**src/rtl/cmd_exec_pkg.sv**
```systemverilog
// Shared types and constants for the knight's-tour command responder.
// Opcode and state encodings, heading presets, and the heading-to-setpoint mapping.
package cmd_exec_pkg;

  typedef enum logic [3:0] {
    OP_CAL      = 4'h0,
    OP_MOVE     = 4'h2,
    OP_MOVE_FAN = 4'h3
  } opcode_e;

  typedef enum logic [2:0] {
    IDLE,
    CAL,
    WAIT_HDNG,
    RAMP_UP,
    RAMP_DOWN
  } state_t;

  localparam logic [7:0] HDG_N = 8'h00;
  localparam logic [7:0] HDG_W = 8'h3F;
  localparam logic [7:0] HDG_S = 8'h7F;
  localparam logic [7:0] HDG_E = 8'hBF;

  // North maps to an exact zero; every other heading is padded with ones in the fraction.
  function automatic logic [11:0] hdng_setpoint(input logic [7:0] hdg);
    return (hdg == HDG_N) ? 12'h000 : {hdg, 4'hF};
  endfunction

endpackage

```
**src/rtl/line_cntr.sv**
```systemverilog
// Counts rising edges of the center IR line sensor while enabled, saturating at 31.
// The edge registered in a cycle is visible on count the following cycle.
module line_cntr (
  input  logic       clk,
  input  logic       rst,
  input  logic       clr,
  input  logic       en,
  input  logic       cntrIR,
  output logic [4:0] count
);

  logic       cntrIR_q;
  logic [4:0] count_q, count_d;
  logic       rise;

  assign rise = cntrIR & ~cntrIR_q;

  always_comb begin
    count_d = count_q;
    if (clr) begin
      count_d = 5'd0;
    end else if (en && rise && (count_q != 5'd31)) begin
      count_d = count_q + 5'd1;
    end
  end

  always_ff @(posedge clk or posedge rst) begin
    if (rst) begin
      cntrIR_q <= 1'b0;
      count_q  <= 5'd0;
    end else begin
      cntrIR_q <= cntrIR;
      count_q  <= count_d;
    end
  end

  assign count = count_q;

endmodule

```
**src/rtl/cmd_exec.sv**
```systemverilog
// Command responder: accepts calibrate/move commands, ramps forward speed over a counted
// number of line crossings, and reports completion with single-cycle Mealy pulses.
module cmd_exec
  import cmd_exec_pkg::*;
#(
  parameter bit         FAST_SIM  = 1'b1,
  parameter logic [9:0] MAX_FRWRD = 10'h2A0
) (
  input  logic        clk,
  input  logic        rst,
  input  logic [15:0] cmd,
  input  logic        cmd_rdy,
  output logic        clr_cmd_rdy,
  output logic        send_resp,
  output logic        cal_go,
  input  logic        cal_done,
  input  logic        heading_ok,
  input  logic        cntrIR,
  output logic [11:0] dsrd_hdng,
  output logic [9:0]  frwrd,
  output logic        moving,
  output logic        fanfare_go
);

  localparam logic [9:0] INC = FAST_SIM ? 10'h020 : 10'h003;

  state_t      state_q, state_d;
  logic [3:0]  op_q, op_d;
  logic [3:0]  sq_q, sq_d;
  logic [11:0] hdng_q, hdng_d;
  logic [9:0]  frwrd_q, frwrd_d;
  logic        moving_q, moving_d;

  logic [4:0]  line_cnt;
  logic        cnt_clr;
  logic        cnt_en;

  // One extra bit exposes overflow past the ceiling and borrow below zero.
  logic [10:0] up_sum;
  logic [10:0] dn_diff;

  assign up_sum  = {1'b0, frwrd_q} + {1'b0, INC};
  assign dn_diff = {1'b0, frwrd_q} - {INC, 1'b0};
  assign cnt_en  = (state_q == RAMP_UP) || (state_q == RAMP_DOWN);

  line_cntr u_line_cntr (
    .clk    (clk),
    .rst    (rst),
    .clr    (cnt_clr),
    .en     (cnt_en),
    .cntrIR (cntrIR),
    .count  (line_cnt)
  );

  always_comb begin
    state_d     = state_q;
    op_d        = op_q;
    sq_d        = sq_q;
    hdng_d      = hdng_q;
    frwrd_d     = frwrd_q;
    moving_d    = moving_q;
    clr_cmd_rdy = 1'b0;
    send_resp   = 1'b0;
    cal_go      = 1'b0;
    fanfare_go  = 1'b0;
    cnt_clr     = 1'b0;

    case (state_q)
      IDLE: begin
        if (cmd_rdy) begin
          clr_cmd_rdy = 1'b1;
          op_d        = cmd[15:12];
          sq_d        = cmd[3:0];
          case (cmd[15:12])
            OP_CAL: begin
              cal_go  = 1'b1;
              state_d = CAL;
            end
            OP_MOVE, OP_MOVE_FAN: begin
              hdng_d   = hdng_setpoint(cmd[11:4]);
              cnt_clr  = 1'b1;
              moving_d = 1'b1;
              frwrd_d  = 10'd0;
              state_d  = WAIT_HDNG;
            end
            default: send_resp = 1'b1;
          endcase
        end
      end

      CAL: begin
        if (cal_done) begin
          send_resp = 1'b1;
          state_d   = IDLE;
        end
      end

      WAIT_HDNG: begin
        frwrd_d = 10'd0;
        if (heading_ok) begin
          state_d = RAMP_UP;
        end
      end

      RAMP_UP: begin
        frwrd_d = (up_sum > {1'b0, MAX_FRWRD}) ? MAX_FRWRD : up_sum[9:0];
        if (line_cnt >= {sq_q, 1'b0}) begin
          state_d = RAMP_DOWN;
        end
      end

      RAMP_DOWN: begin
        if (frwrd_q == 10'd0) begin
          send_resp  = 1'b1;
          fanfare_go = (op_q == OP_MOVE_FAN);
          moving_d   = 1'b0;
          state_d    = IDLE;
        end else begin
          frwrd_d = dn_diff[10] ? 10'd0 : dn_diff[9:0];
        end
      end

      default: state_d = IDLE;
    endcase
  end

  always_ff @(posedge clk or posedge rst) begin
    if (rst) begin
      state_q  <= IDLE;
      op_q     <= 4'd0;
      sq_q     <= 4'd0;
      hdng_q   <= 12'd0;
      frwrd_q  <= 10'd0;
      moving_q <= 1'b0;
    end else begin
      state_q  <= state_d;
      op_q     <= op_d;
      sq_q     <= sq_d;
      hdng_q   <= hdng_d;
      frwrd_q  <= frwrd_d;
      moving_q <= moving_d;
    end
  end

  assign dsrd_hdng = hdng_q;
  assign frwrd     = frwrd_q;
  assign moving    = moving_q;

endmodule

```
**config.mk**
```make
export PLATFORM = sky130hd
export DESIGN_NAME = cmd_exec
export DESIGN_NICKNAME = d
export VERILOG_FILES = /design/src/rtl/cmd_exec_pkg.sv /design/src/rtl/line_cntr.sv /design/src/rtl/cmd_exec.sv
export SDC_FILE = /design/constraint.sdc
export NUM_CORES = 1
export LEC_CHECK = 0
export BUFFER_PORTS_ARGS = -buffer_cell sky130_fd_sc_hd__buf_2
export CAP_MARGIN = 0
export CORE_ASPECT_RATIO = 0.6
export CORE_UTILIZATION = 59
export CTS_BUF_LIST = sky130_fd_sc_hd__clkbuf_8
export DETAILED_ROUTE_END_ITERATION = 12
export GPL_ROUTABILITY_DRIVEN = 0
export PLACE_DENSITY = 0.88
export SETUP_SLACK_MARGIN = 0.3
export SYNTH_ARGS = -nofsm -noshare
export SYNTH_HDL_FRONTEND = slang
export SYNTH_HIERARCHICAL = 1
export SYNTH_SLANG_ARGS = --single-unit
```
**constraint.sdc**
```tcl
create_clock -name clk -period 3.8 [get_ports clk]
set_clock_uncertainty 0.15 [all_clocks]
set_input_delay 0.19 -clock clk [delete_from_list [all_inputs] [get_ports clk]]
set_output_delay 0.19 -clock clk [all_outputs]
set_load 0.05 [all_outputs]
```
# Yosys cells after proc, flatten, opt, wreduce, memory -nomap -nowiden
# Cells that the tools add are included.
word_totals:
  elab_cells: 83
  out_inout_bits: 27
  in_bits: 22
  reg_bits: 40
op_classes:
  muxes: 35
  reduce_logical: 17
  n_bitwise: 2
  eq_ne: 16
  add_sub_neg: 3
  n_lt_le_gt_ge: 2
op_table:
  columns: ["operator", "n"]
  rows:
  - ["$mux W10", 5]
  - ["$pmux W10 S4", 1]
  - ["$mux W1", 17]
  - ["$mux W3", 5]
  - ["$pmux W3 S5", 1]
  - ["$eq A4 B2 Y1 const B", 3]
  - ["$mux W12", 1]
  - ["$add A10 B6 Y11 const B", 1]
  - ["$gt A11 B10 Y1 const B", 1]
  - ["$sub A10 B7 Y11 const B", 1]
  - ["$logic_not A10 Y1", 1]
  - ["$mux W5", 2]
  - ["$logic_not A8 Y1", 1]
  - ["$ne A2 B2 Y1 const B", 4]
  - ["$reduce_and A4 Y1", 2]
  - ["$eq A3 B2 Y1 const B", 2]
  - ["$ne A2 B1 Y1 const B", 3]
  - ["$pmux W3 S2", 1]
  - ["$reduce_and A6 Y1", 1]
  - ["$add A5 B1 Y5 const B", 1]
  - ["$ge A5 B5 Y1", 1]
  - ["$ne A5 B5 Y1 const B", 1]
  - ["$logic_not A4 Y1", 1]
  - ["$reduce_bool A2 Y1", 2]
  - ["other kinds (15)", 16]

# Logic depth before layout (Yosys ltp)
logic_depth:
  depth_word: 6
  mapped_depth: 10
  depth_no_buf: 8

# Cells and area by module
# Netlist, hierarchy kept.
by_module_without_submodules:
  columns: ["mod", "instances", "seq_area_each_um2", "area_per_inst_um2", "cells_per_inst"]
  rows:
  - ["cmd_exec", 1, 650.6, 1634.1, 173]
  - ["line_cntr", 1, 150.1, 319.1, 26]

# Worst setup path before layout
# No wires, ideal clock.
synth_path:
  path_type: "register to output"
  from: "register frwrd_q[7] (netlist: frwrd[7])"
  to: "output fanfare_go"
  required_time_ns: 3.460
  arrival_ns: 2.871
  stages_incl_launch_ff: 6
  slack_ns: 0.589
  path_buffers: 0
  cell_sequence: "dfrtp_1 > inv_1 > ha_1 > nor4b_2 > nand3_1 > nor4_1"
synth_between:
  elab_chain_cells: 3
synth_rtl:
  columns: ["element", "line", "source"]
  rows:
  - ["start: declaration", "cmd_exec.sv:31", "logic [9:0] frwrd_q, frwrd_d;"]
  - ["start signal: assignment", "cmd_exec.sv:140", "frwrd_q <= frwrd_d;"]
  - ["$logic_not A10 Y1", "cmd_exec.sv:113", "if (frwrd_q == 10'd0) begin"]
  - ["$mux W1", "cmd_exec.sv:113", null]
  - ["$mux W1", "cmd_exec.sv:68", "case (state_q)"]
  - ["end: declaration", "cmd_exec.sv:22", "output logic fanfare_go"]
# Every way passes these cells.

# Worst setup path in the final report
# Ends and elaborated chain as after synthesis.

==> impl_metrics.ini <==
[power_and_ir_drop]
switchingPower_w = 0.00103
p_int_w = 0.00109
p_per_area_mw_per_mm2 = 901
worst_ir_drop_vdd_v = 0.000484
power_leakage_nw = 1.22
seqPwrFrac_pct = 30.1
p_clk_share_pct = 16.7
combPwrFrac_pct = 53.2
switching_share_pct = 48.7

[global_route]
grt_pass1_vias = 1461
grt_usage_pct = 25.9
grt_start_max_net_pins = 27
grt_remaining_overflow = 0
antenna_found_initial = 0
grt_pass1_wl_mm = 6.80

[logic_synthesis]
avgSynthCellArea_sq_um = 9.81
seq_area_frac_synth_pct = 41.0
ys_ff_latch = 32
syn_inst = 199
synth_top_area_share_pct = 41.0
synth_area_leader_cell = dfrtp_1
ys_warn_count = 6
synthTopCellsByCount = dfrtp_1 (32), nand2_1 (28), nor2_1 (16)
synthArstFlopShare_pct = 100
ys.flop_type = dfrtp_1
synth_edf_count = 0
synth_area_leaders = dfrtp_1 (41%), ha_1 (6.4%), nand2_1 (5.4%)
ys_types = 54
yosysMostFrequentCell = dfrtp_1
syn_area_sq_mm = 0.00195

[flow_run]
max_cap_viol_count = 0

[status]
status = finished clean

[sta]
max_freq_mhz = 385
fin_crit_sh_pct = 68.4
slew_viol_final = 0
relSlewSlack_pct = 33.1
rsz0062_at_grt = no
hold_viol = 0
fin_crit_ns = 2.60
report.final.setup_viol = 0
fin_setup_tns_ns = 0
tightest_slew_ns = 1.00

[place]
io_buffers = 43
dp_hpwl_mm = 3.20

[cts]
tritoncts = done
postCtsSetupBuffers = 0
cts_max_level = 2
cts_buffers = 5
cts_num_sinks = 32
cts_buffer_depth = 2
cts_root_buf = clkbuf_8
clk_pin_slew_ns = 0.07
clk_latency_ns = 0.28

[final_layout]
final-seq-area_sq_um = 801
multiInputGateArea_sq_mm = 0.00100
diodes = 0
area_growth_syn_to_layout_pct = 20.2
fin_nets = 278
fillCellCount = 194
fin_util_pct = 78.2
drive_gt1_share_pct = 28.7

[drt]
viasPerCell = 5.62
wl_mm = 4.30
drc = 0
vias = 1624
drtPass1Iterations = 4
wl_per_cell_um = 14.9
drtIter0Drc = 183
antenna_left = 0

[min_path]
hp-start = cmd[8]
worstHoldPathType = input port to register
min_to = dsrd_hdng[8]
whs_path_depth = 2

[setup_path]
r2r_start = state_q[0]
cp-start-kind = register
endpoint_kind = primary output
crit_arrival_ns = 2.26
r2r-end = u_line_cntr/count[2]
cp_max_fo = 7
regToRegSetupSlack_ns = 1.21
worst_ep_required_time_ns = 3.46
crit_type = register to primary output
reg2reg_depth = 8

[die]
initial_core_util_pct = 65.0
ios = 49
die_y_um = 46.6
core_region_area_sq_mm = 0.00300
rows = 15
die_x_um = 76.3
dieArea_sq_mm = 0.00355
[flip-flops by register name, summed over array words and instances (netlist names)]
signal and count:
frwrd 5, u_line_cntr/count 5, moving 1, op_q 4, sq_q 4, dsrd_hdng 9
u_line_cntr/cntrIR_q 1, state_q 3
[cells in the final DEF (no fill, tap or decap), drive strengths merged, types with 3 or more instances in the layout]
| cell type | count |
|---|---|
| mux2i | 3 |
| nor3 | 4 |
| o21ai | 5 |
| clkbuf | 7 |
| a21o | 5 |
| nor2 | 17 |
| dfrtp | 32 |
| ha | 10 |
| nor4b | 3 |
| conb | 5 |
| nand3 | 4 |
| a21oi | 6 |
| dlygate4sd3 | 10 |
| mux2 | 10 |
| nand2 | 28 |
| inv | 14 |
| buf | 43 |
| nor4 | 4 |
| nand2b | 3 |
[power groups by stage]
stage | Combinational (W) | Clock [W] | Sequential [W]
2_1_floorplan | 0.000728 | 0 | 0.000819
3_3_place_gp | 0.00109 | 0 | 0.000632
3_5_place_dp | 0.00111 | 0 | 0.000638
4_1_cts | 0.00112 | 0.000359 | 0.000631
5_1_grt | 0.00121 | 0.000379 | 0.000655
6_report | 0.00113 | 0.000354 | 0.000636
[layer usage]
layer | vias to the layer above | wire (um) | GRT usage (%)
li1 | 786 | - | -
met1 | 754 | 2180 | 39.7
met2 | 82 | 1760 | 34.4
met3 | 2 | 353 | 6.34
met4 | 0 | 12 | 10.0
met5 | - | 0 | 0
[layout make-up]
type | count | area share [%]
Multi-Input combinational cell | 140 | 42.6
Sequential cell | 32 | 34.1
Clock inverter | 1 | 1.28
Timing Repair Buffer | 53 | 13.4
Tap cell | 42 | 2.24
Inverter | 14 | 2.24
Clock buffer | 7 | 4.10
[through the flow]
step	hold WS [ns]	instance area (sq um)	setup slack, ns	power (W)	instances
2_1_floorplan	-0.169	1970	0.589	0.00155	203
3_5_place_dp	-0.0327	2120	1.28	0.00174	271
5_1_grt	0.00563	2350	1.04	0.00224	289
4_1_cts	0.00357	2350	1.25	0.00211	289
3_3_place_gp	-0.0265	2120	1.44	0.00172	271
6_report	0.0155	2350	1.20	0.00212	289
[timing repair]
item	in CTS	in global routing
resized for setup	0	0
hold endpoints to repair	15	0
hold buffers	10	0
[worst max-delay path: stages (launching register included)]
cell,delay [ns]
dfrtp_1,0.46
inv_1,0.16
ha_1,0.15
nor4b_2,0.45
nand3_1,0.21
nor4_1,0.25
buf_2,0.31
[cells by family (layout without fill, tap and decap cells)]
family | Yosys count | after routing | share of synthesized area, %
and+or+nand+nor | 71 | 71 | 19.3
AOI/OAI and AO/OA | 39 | 39 | 16.0
other | 1 | 5 | 0.192
adders and majority gates | 10 | 10 | 6.41
DFF | 32 | 32 | 41.0
xor gates and xnor gates | 2 | 2 | 0.897
muxes | 13 | 13 | 7.69
buffers and inverters | 31 | 75 | 8.52
[worst max-delay path by stage]
stage               startpoint                   end  cells past startpoint  slack (ns)
floorplan             frwrd[7]            fanfare_go                      5        0.59
global placement    state_q[0]  u_line_cntr/count[2]                      8        1.44
detailed placement  state_q[0]  u_line_cntr/count[2]                      8        1.28
CTS                   frwrd[7]            fanfare_go                      6        1.25
global route        state_q[0]  u_line_cntr/count[2]                      8        1.04
finish                frwrd[7]            fanfare_go                      6        1.20
No activity file was read; power rests on OpenSTA's default activity.
